## src/rtl/bp_pkg.sv

```systemverilog
// Shared helpers for branch_predictor_table: counter reset value, saturating
// counter arithmetic and the table index hash.
package bp_pkg;

  // All-ones value of a w-bit counter (strongly taken); also its saturation ceiling.
  function automatic int unsigned ctr_reset(input int unsigned w);
    return (32'd1 << w) - 32'd1;
  endfunction

  function automatic int unsigned sat_inc(input int unsigned v, input int unsigned w);
    return (v >= ctr_reset(w)) ? v : v + 32'd1;
  endfunction

  function automatic int unsigned sat_dec(input int unsigned v);
    return (v == 32'd0) ? v : v - 32'd1;
  endfunction

  // Word-aligned PC bits XOR history; the caller truncates to the index width.
  function automatic int unsigned idx_hash(input logic [31:0] pc, input int unsigned hist);
    return int'(pc >> 2) ^ hist;
  endfunction

endpackage

```

## src/rtl/sat_counter32.sv

```systemverilog
// 32-bit event counter that increments when inc_i is high and holds at all ones.
module sat_counter32 (
  input  logic        clk_i,
  input  logic        rst_i,
  input  logic        inc_i,
  output logic [31:0] count_o
);

  logic [31:0] count_q;

  always_ff @(posedge clk_i or negedge rst_i) begin
    if (!rst_i) begin
      count_q <= '0;
    end else if (inc_i && (count_q != 32'hFFFF_FFFF)) begin
      count_q <= count_q + 32'd1;
    end
  end

  assign count_o = count_q;

endmodule

```

## src/rtl/branch_predictor_table.sv

```systemverilog
// PC-indexed table of saturating direction counters with perf counters.
// Define BP_GSHARE_EN to XOR a global resolve-time history into the index.
module branch_predictor_table
  import bp_pkg::*;
#(
  parameter int unsigned ENTRIES = 16,
  parameter int unsigned CTR_W   = 2,
  parameter int unsigned HIST_W  = 4,
  localparam int unsigned IDX_W  = $clog2(ENTRIES)
) (
  input  logic             clk_i,
  input  logic             rst_i,
  input  logic             start_i,
  input  logic [31:0]      pred_pc_i,
  output logic             predict_o,
  output logic [IDX_W-1:0] pred_idx_o,
  input  logic             update_i,
  input  logic [IDX_W-1:0] update_idx_i,
  input  logic             result_i,
  input  logic             prev_predict_i,
  output logic [31:0]      branch_cnt_o,
  output logic [31:0]      miss_cnt_o
);

  logic             upd_en;
  logic [CTR_W-1:0] ctr_q [ENTRIES];
  logic [CTR_W-1:0] upd_cur;
  logic [CTR_W-1:0] upd_next;
  logic [HIST_W-1:0] hist_q;

  assign upd_en = start_i && update_i;

`ifdef BP_GSHARE_EN
  // History only moves at resolve, so wrong-path branches never pollute it.
  always_ff @(posedge clk_i or negedge rst_i) begin
    if (!rst_i) begin
      hist_q <= '0;
    end else if (upd_en) begin
      hist_q <= {hist_q[HIST_W-2:0], result_i};
    end
  end
`else
  assign hist_q = '0;
`endif

  assign pred_idx_o = IDX_W'(idx_hash(pred_pc_i, 32'(hist_q)));
  // Read of the pre-edge table: a same-cycle update is deliberately not bypassed.
  assign predict_o  = start_i & ctr_q[pred_idx_o][CTR_W-1];

  assign upd_cur  = ctr_q[update_idx_i];
  assign upd_next = result_i ? CTR_W'(sat_inc(32'(upd_cur), CTR_W))
                             : CTR_W'(sat_dec(32'(upd_cur)));

  // NOTE: the table is flops, not RAM, so every entry takes the async reset;
  // a RAM-mapped array would have to leave its contents unreset.
  always_ff @(posedge clk_i or negedge rst_i) begin
    if (!rst_i) begin
      for (int i = 0; i < int'(ENTRIES); i++) begin
        ctr_q[i] <= CTR_W'(ctr_reset(CTR_W));
      end
    end else if (upd_en) begin
      ctr_q[update_idx_i] <= upd_next;
    end
  end

  sat_counter32 u_branch_cnt (
    .clk_i   (clk_i),
    .rst_i   (rst_i),
    .inc_i   (upd_en),
    .count_o (branch_cnt_o)
  );

  sat_counter32 u_miss_cnt (
    .clk_i   (clk_i),
    .rst_i   (rst_i),
    .inc_i   (upd_en && (prev_predict_i != result_i)),
    .count_o (miss_cnt_o)
  );

endmodule

```

## config.mk

```make
export PLATFORM = sky130hd
export DESIGN_NAME = branch_predictor_table
export DESIGN_NICKNAME = d
export VERILOG_FILES = /design/src/rtl/bp_pkg.sv /design/src/rtl/sat_counter32.sv /design/src/rtl/branch_predictor_table.sv
export SDC_FILE = /design/constraint.sdc
export NUM_CORES = 1
export LEC_CHECK = 0
export CAP_MARGIN = 25
export CORE_ASPECT_RATIO = 1.1
export CORE_MARGIN = 2
export CORE_UTILIZATION = 35
export CTS_CLUSTER_SIZE = 12
export DETAILED_ROUTE_END_ITERATION = 8
export PLACE_DENSITY = 0.61
export REMOVE_ABC_BUFFERS = 1
export SYNTH_ARGS = -nofsm -noshare
export SYNTH_HDL_FRONTEND = slang
export SYNTH_HIERARCHICAL = 1
export SYNTH_SLANG_ARGS = --single-unit
```

## constraint.sdc

```tcl
create_clock -name clk_i -period 3.25 [get_ports clk_i]
set_clock_uncertainty 0.2 [all_clocks]
set_input_delay 0.65 -clock clk_i [delete_from_list [all_inputs] [get_ports clk_i]]
set_output_delay 0.65 -clock clk_i [all_outputs]
set_load 0.005 [all_outputs]
```

Word level (Yosys, flattened, before mapping)
Cells that the tools add are included.
{"block": "classes", "n_addsub": 4, "magnitude_cmp": 4, "eq_ne": 3, "mux": 12, "n_bitwise": 3, "reduce_logical": 6}
{"op": "$add A32 B1 Y32 const B", "count": 2}
{"op": "$ne A32 B32 Y1 const B", "count": 2}
{"op": "$bwmux W32", "count": 1}
{"op": "$bmux W2 S4", "count": 2}
{"op": "$mux W2", "count": 8}
{"op": "$ge A5 B5 Y1 const B", "count": 2}
{"op": "$not A4 Y5", "count": 2}
{"op": "$demux W2 S4", "count": 1}
{"op": "$logic_and A1 B1 Y1", "count": 5}
{"op": "$lt A5 B1 Y1 const B", "count": 1}
{"op": "$add A2 B1 Y2 const B", "count": 1}
{"op": "$ge A2 B2 Y1 const B", "count": 1}
{"op": "$logic_not A2 Y1", "count": 1}
{"op": "$sub A2 B1 Y2 const B", "count": 1}
{"op": "$and A1 B1 Y1", "count": 1}
{"op": "$ne A1 B1 Y1", "count": 1}
{"block": "word_totals", "register_bits": 96, "elab_cells": 50}

Depth between registers and ports, before layout
{"block": "logic_depth", "word_depth": 8, "ltp_mapped": 8, "ltp_nobuf": 7}

Modules after synthesis
The synthesis kept the hierarchy.
{"mod": "branch_predictor_table", "n_inst": 1, "cells_per_inst": 132, "area_per_inst_um2": 1824.2, "seq_area_each_um2": 840.8}
{"mod": "sat_counter32 at u_miss_cnt", "n_inst": 1, "cells_per_inst": 151, "area_per_inst_um2": 1624.1, "seq_area_each_um2": 800.8}
{"mod": "sat_counter32 at u_branch_cnt", "n_inst": 1, "cells_per_inst": 140, "area_per_inst_um2": 1522.7, "seq_area_each_um2": 800.8}

Worst setup path after synthesis
OpenSTA, ideal clock, no wires.
{"block": "synth_timing", "kind": "input -> register", "start": "input update_idx_i[1]", "end": "register ctr_q[8] in the netlist's numbering", "arrival_time_ps": 2423, "required_time_ps": 2968, "setup_slack_ps": 545, "path_stages": 8, "cell_sequence": "clkbuf_1 clkbuf_1 mux4_2 nand3_1 nand3_1 maj3_2 buf_6 mux2_2"}
{"block": "synth_between", "elab_chain_cells": 8, "elab_cells_between_ends": 17, "classes_between": "add/sub: 2; order compare: 3; mux: 9; bitwise: 1; reduce/logical: 2"}
{"item": "start: declaration", "line": "branch_predictor_table.sv:18", "source": "input logic [IDX_W-1:0] update_idx_i,"}
{"item": "$not A4 Y5 (implied by the code) (*)", "line": "branch_predictor_table.sv:50, branch_predictor_table.sv:62"}
{"item": "$bmux W2 S4", "line": "branch_predictor_table.sv:50", "source": "assign upd_cur = ctr_q[update_idx_i];"}
{"item": "$mux W2 (implied by the code) (2 in a row)", "line": "branch_predictor_table.sv:50"}
{"item": "$sub A2 B1 Y2 (tied with other cells)", "line": "bp_pkg.sv:15", "source": "return (v == 32'd0) ? v : v - 32'd1;"}
{"item": "$mux W2, on equally long branches", "line": "bp_pkg.sv:15, bp_pkg.sv:11"}
{"item": "$mux W2", "line": "branch_predictor_table.sv:51", "source": "assign upd_next = result_i ? CTR_W'(sat_inc(32'(upd_cur), CTR_W))"}
{"item": "$bwmux W32 (*)", "line": "branch_predictor_table.sv:62", "source": "ctr_q[update_idx_i] <= upd_next;"}
{"item": "end signal: indexed assignment", "line": "branch_predictor_table.sv:59", "source": "ctr_q[i] <= CTR_W'(ctr_reset(CTR_W));"}
{"item": "end signal: indexed assignment", "line": "branch_predictor_table.sv:62"}
{"item": "end: declaration", "line": "branch_predictor_table.sv:26", "source": "logic [CTR_W-1:0] ctr_q [ENTRIES];"}
Mark *: on every way between the ends. The rest lies on a longest branch, timed or not. The select of a mux whose other input is x is not followed.
A chain may end at the register's enable or synchronous reset.

Final worst setup path
{"block": "layout_timing", "start": "input pred_pc_i[4]", "end": "output predict_o"}
{"block": "layout_between", "elab_chain_cells": 5}
{"item": "start: declaration", "line": "branch_predictor_table.sv:14", "source": "input logic [31:0] pred_pc_i,"}
{"item": "$not A4 Y5 (implied by the code)", "line": "branch_predictor_table.sv:48", "source": "assign predict_o = start_i & ctr_q[pred_idx_o][CTR_W-1];"}
{"item": "$bmux W2 S4", "line": "branch_predictor_table.sv:48"}
{"item": "$mux W2 (implied by the code) (2 in a row)", "line": "branch_predictor_table.sv:48"}
{"item": "$and A1 B1 Y1", "line": "branch_predictor_table.sv:48"}
{"item": "end: declaration", "line": "branch_predictor_table.sv:15", "source": "output logic predict_o,"}
No other way between the ends. The select of a mux whose other input is x is not followed.

==> results.yml <==
place:
  gp_congestion: 0.871
  place_area_um2: 6040
  pre_cts_ws_ns: -0.547
  portBuffers: 82
  hpwl_um: 8360
pwr:
  power.leakage_uw: 0.00252
  ir_worst_vdd_uv: 262
  power_density_nw_per_um2: 489
logic_synthesis:
  yosysWarnings: 6
  ys_types: 47
  synth-edff-count: 0
  synth_cells: 423
  avgSynthCellArea_um2: 11.8
  syn_area_um2: 4970
  ys_ff_latch: 96
  synth_commonest_cells: "dfrtp_1 (64), xnor2_1 (44), nand2_1 (38)"
  synth_area_leader_cell: "dfrtp_1"
  synth_ff_type: "dfrtp_1"
  synth_top_area_share_pct: 32.2
  synth_area_leaders: "dfrtp_1 (32%), dfstp_2 (17%), xnor2_1 (7.8%)"
  synth_most_common_cell: "dfrtp_1"
  synthArstFlopShare_pct: 100
  yosysSeqAreaShare_pct: 49.1
routing:
  wl_um: 11400
  drc_errors: 0
  viasPerCell: 5.15
  drt_iter0_drc: 100
  vias: 3642
  ant_nets: 0
  dr.pass1.iters: 4
  wl_per_cell_um: 16.2
global_routing:
  antenna_found_initial: 0
  grt.total_usage_pct: 15.7
  grt_start_max_net_pins: 51
  first_global_vias: 3737
  grt_pass1_wl_um: 19100
  gr-total-overflow: 0
outcome:
  status: "completed"
clock_network:
  tritoncts: "built"
  numCtsBuffers: 9
  clockRootBuffer: "clkbuf_16"
  path_clk_slew_ns: 0.06
  clock_sinks: 96
  clock_latency_ns: 0.34
  post-cts-setup-buffer-count: 0
  clk_path_buf_depth: 2
  cts_hold_buf: 0
  cts_max_level: 3
floorplanning:
  placementRows: 45
  die_width_um: 118
  die_h_um: 129
  core_area_um2: 13900
  io_pins: 111
  initial_core_util_pct: 35.9
  dieArea_um2: 15200
critical_path:
  crit_chain: "clkdlybuf4s15_1 > mux4_2 > mux4_2 > and2_1 > clkdlybuf4s50_1"
  arrival_ns: 2.35
  worst-setup-path-type: "in -> out"
  path_buf_inv: 2
  cp-start-kind: "primary input"
  slowest_stage: "mux4_2"
  cp-end-kind: "primary output"
  critPathMaxStageDelay_ns: 0.48
  crit_path_frequent_cell: "mux4_2"
  worstPathMaxFanout: 5
  cp_data_required_time_ns: 2.40
  crit_family: "multiplexers"
timing:
  setup_tns_ns: 0
  setup_ws_ns: 0.0500
  fin_crit_sh_pct: 98.5
  maxSlewViolCount: 0
  min_period_ns: 3.20
  finalHoldViolCount: 0
  fmax_mhz: 313
  worstMarginPinSlew_ns: 0.712
  setup_viol: 0
  relSlewSlack_pct: 52.1
  rsz0062_at_grt: "false"
final_layout:
  layout-drive-gt1-share_pct: 24.5
  final_cell_area_um2: 6340
  synthToLayoutAreaGrowth_pct: 27.6
  layout.nets: 557
  utilization_pct: 45.8
  fillCellCount: 1310
job:
  drv_cap: 0
min_path:
  hp-class: "in -> async"
path summary, 6_finish.rpt:
path	from	slack, ns	endpoint	cells past startpoint
setup reg to reg	u_miss_cnt/count_o[4]	0.51	u_miss_cnt/count_o[12]	5
hold / removal	rst_i	0.07	u_branch_cnt/count_o[6]	1
hold reg to reg	u_branch_cnt/count_o[31]	0.29	u_branch_cnt/count_o[31]	1
setup / recovery	pred_pc_i[4]	0.05	predict_o	5
min in group clk_i	u_branch_cnt/count_o[31]	0.29	u_branch_cnt/count_o[31]	1
max in group asynchronous	rst_i	2.11	ctr_q[16]	2
registers in the layout, summed over array words and instances, names as in the netlist:
| signal | cells |
|---|---|
| ctr_q | 32 |
| u_branch_cnt/count_o | 32 |
| u_miss_cnt/count_o | 32 |
timing repair:
| item | CTS | global route |
|---|---|---|
| gates cloned | 0 | 0 |
| setup endpoints to repair | 1 | 1 |
| pin swaps | 0 | 0 |
| hold endpoints to repair | 0 | 0 |
| resized for setup | 7 | 2 |
layout by cell type, fill, tap and decap left out, types with 2 or more instances in the layout:
cell / synthesis / final
clkdlybuf4s50_1: 0 / 79
dfrtp_1: 64 / 64
xnor2_1: 44 / 44
nand2_1: 38 / 38
mux2_2: 32 / 32
nand4_1: 32 / 32
dfstp_2: 32 / 32
nand3_1: 31 / 31
nor2_1: 28 / 28
xor2_1: 16 / 16
mux4_2: 13 / 13
buf_4: 4 / 11
clkbuf_16: 0 / 10
nor4_1: 9 / 9
and4_1: 8 / 8
nor3_1: 7 / 7
inv_1: 6 / 6
a21oi_1: 5 / 5
and3_1: 4 / 4
nor2b_1: 3 / 3
buf_12: 0 / 3
or4_4: 3 / 3
and2_1: 2 / 2
maj3_2: 2 / 2
mux2_4: 2 / 2
clkinv_2: 0 / 2
clkbuf_8: 0 / 2
clkinvlp_4: 0 / 2
nand4_2: 2 / 2
ha_1: 2 / 2
nor3_2: 2 / 2
o211ai_1: 2 / 2
layer usage:
layer	share of wire, %	track usage, %	wire length, um	up-vias
li1	-	-	-	1720
met1	46	20.2	5250	1807
met2	48	25.9	5490	99
met3	4.1	2.93	469	16
met4	2.0	7.37	233	0
met5	0	0	0	-
worst reg2reg max path: cells and delay by family (launching register included):
family / cells / cell delay (ns)
DFF: 1 / 0.44
and+or+nand+nor: 4 / 1.85
xor gates and xnor gates: 1 / 0.16
cell families (layout without fill, tap and decap cells):
| family | after synthesis | in the layout | synth area share [%] |
|---|---|---|---|
| AOI/OAI and AO/OA | 14 | 14 | 2.44 |
| and+or+nand+nor | 179 | 179 | 20.0 |
| buffers and inverters | 22 | 117 | 2.94 |
| xor gates and xnor gates | 60 | 60 | 10.6 |
| muxes | 48 | 48 | 14.0 |
| adders and majority gates | 4 | 4 | 0.956 |
| other | 0 | 1 | 0 |
| DFF | 96 | 96 | 49.1 |
where the power goes:
| part | leakage, uW | internal [uW] | switching (uW) |
|---|---|---|---|
| clock network | 0.000146 | 604 | 447 |
| registers | 0.00119 | 1380 | 147 |
| logic | 0.00118 | 313 | 214 |
final cells by class:
type                            count  area (um^2)  area share (%)
Antenna cell                        1         2.50          0.0395
Clock buffer                       12          278            4.38
Clock inverter                      4         25.0           0.395
Inverter                            6         22.5           0.355
Multi-Input combinational cell    305         2380            37.6
Sequential cell                    96         2440            38.5
Tap cell                          188          235            3.71
Timing Repair Buffer               95          955            15.1
metrics by stage:
step                total power, uW  hold WS, ns  cells
finish                         3100       0.0671    707
global route                   3270       0.0969    706
CTS                            3140       0.0701    706
detailed placement             2070        0.292    690
global placement               2050        0.292    690
floorplan                      1770        0.154    407
(Power assumes the default switching activity.)
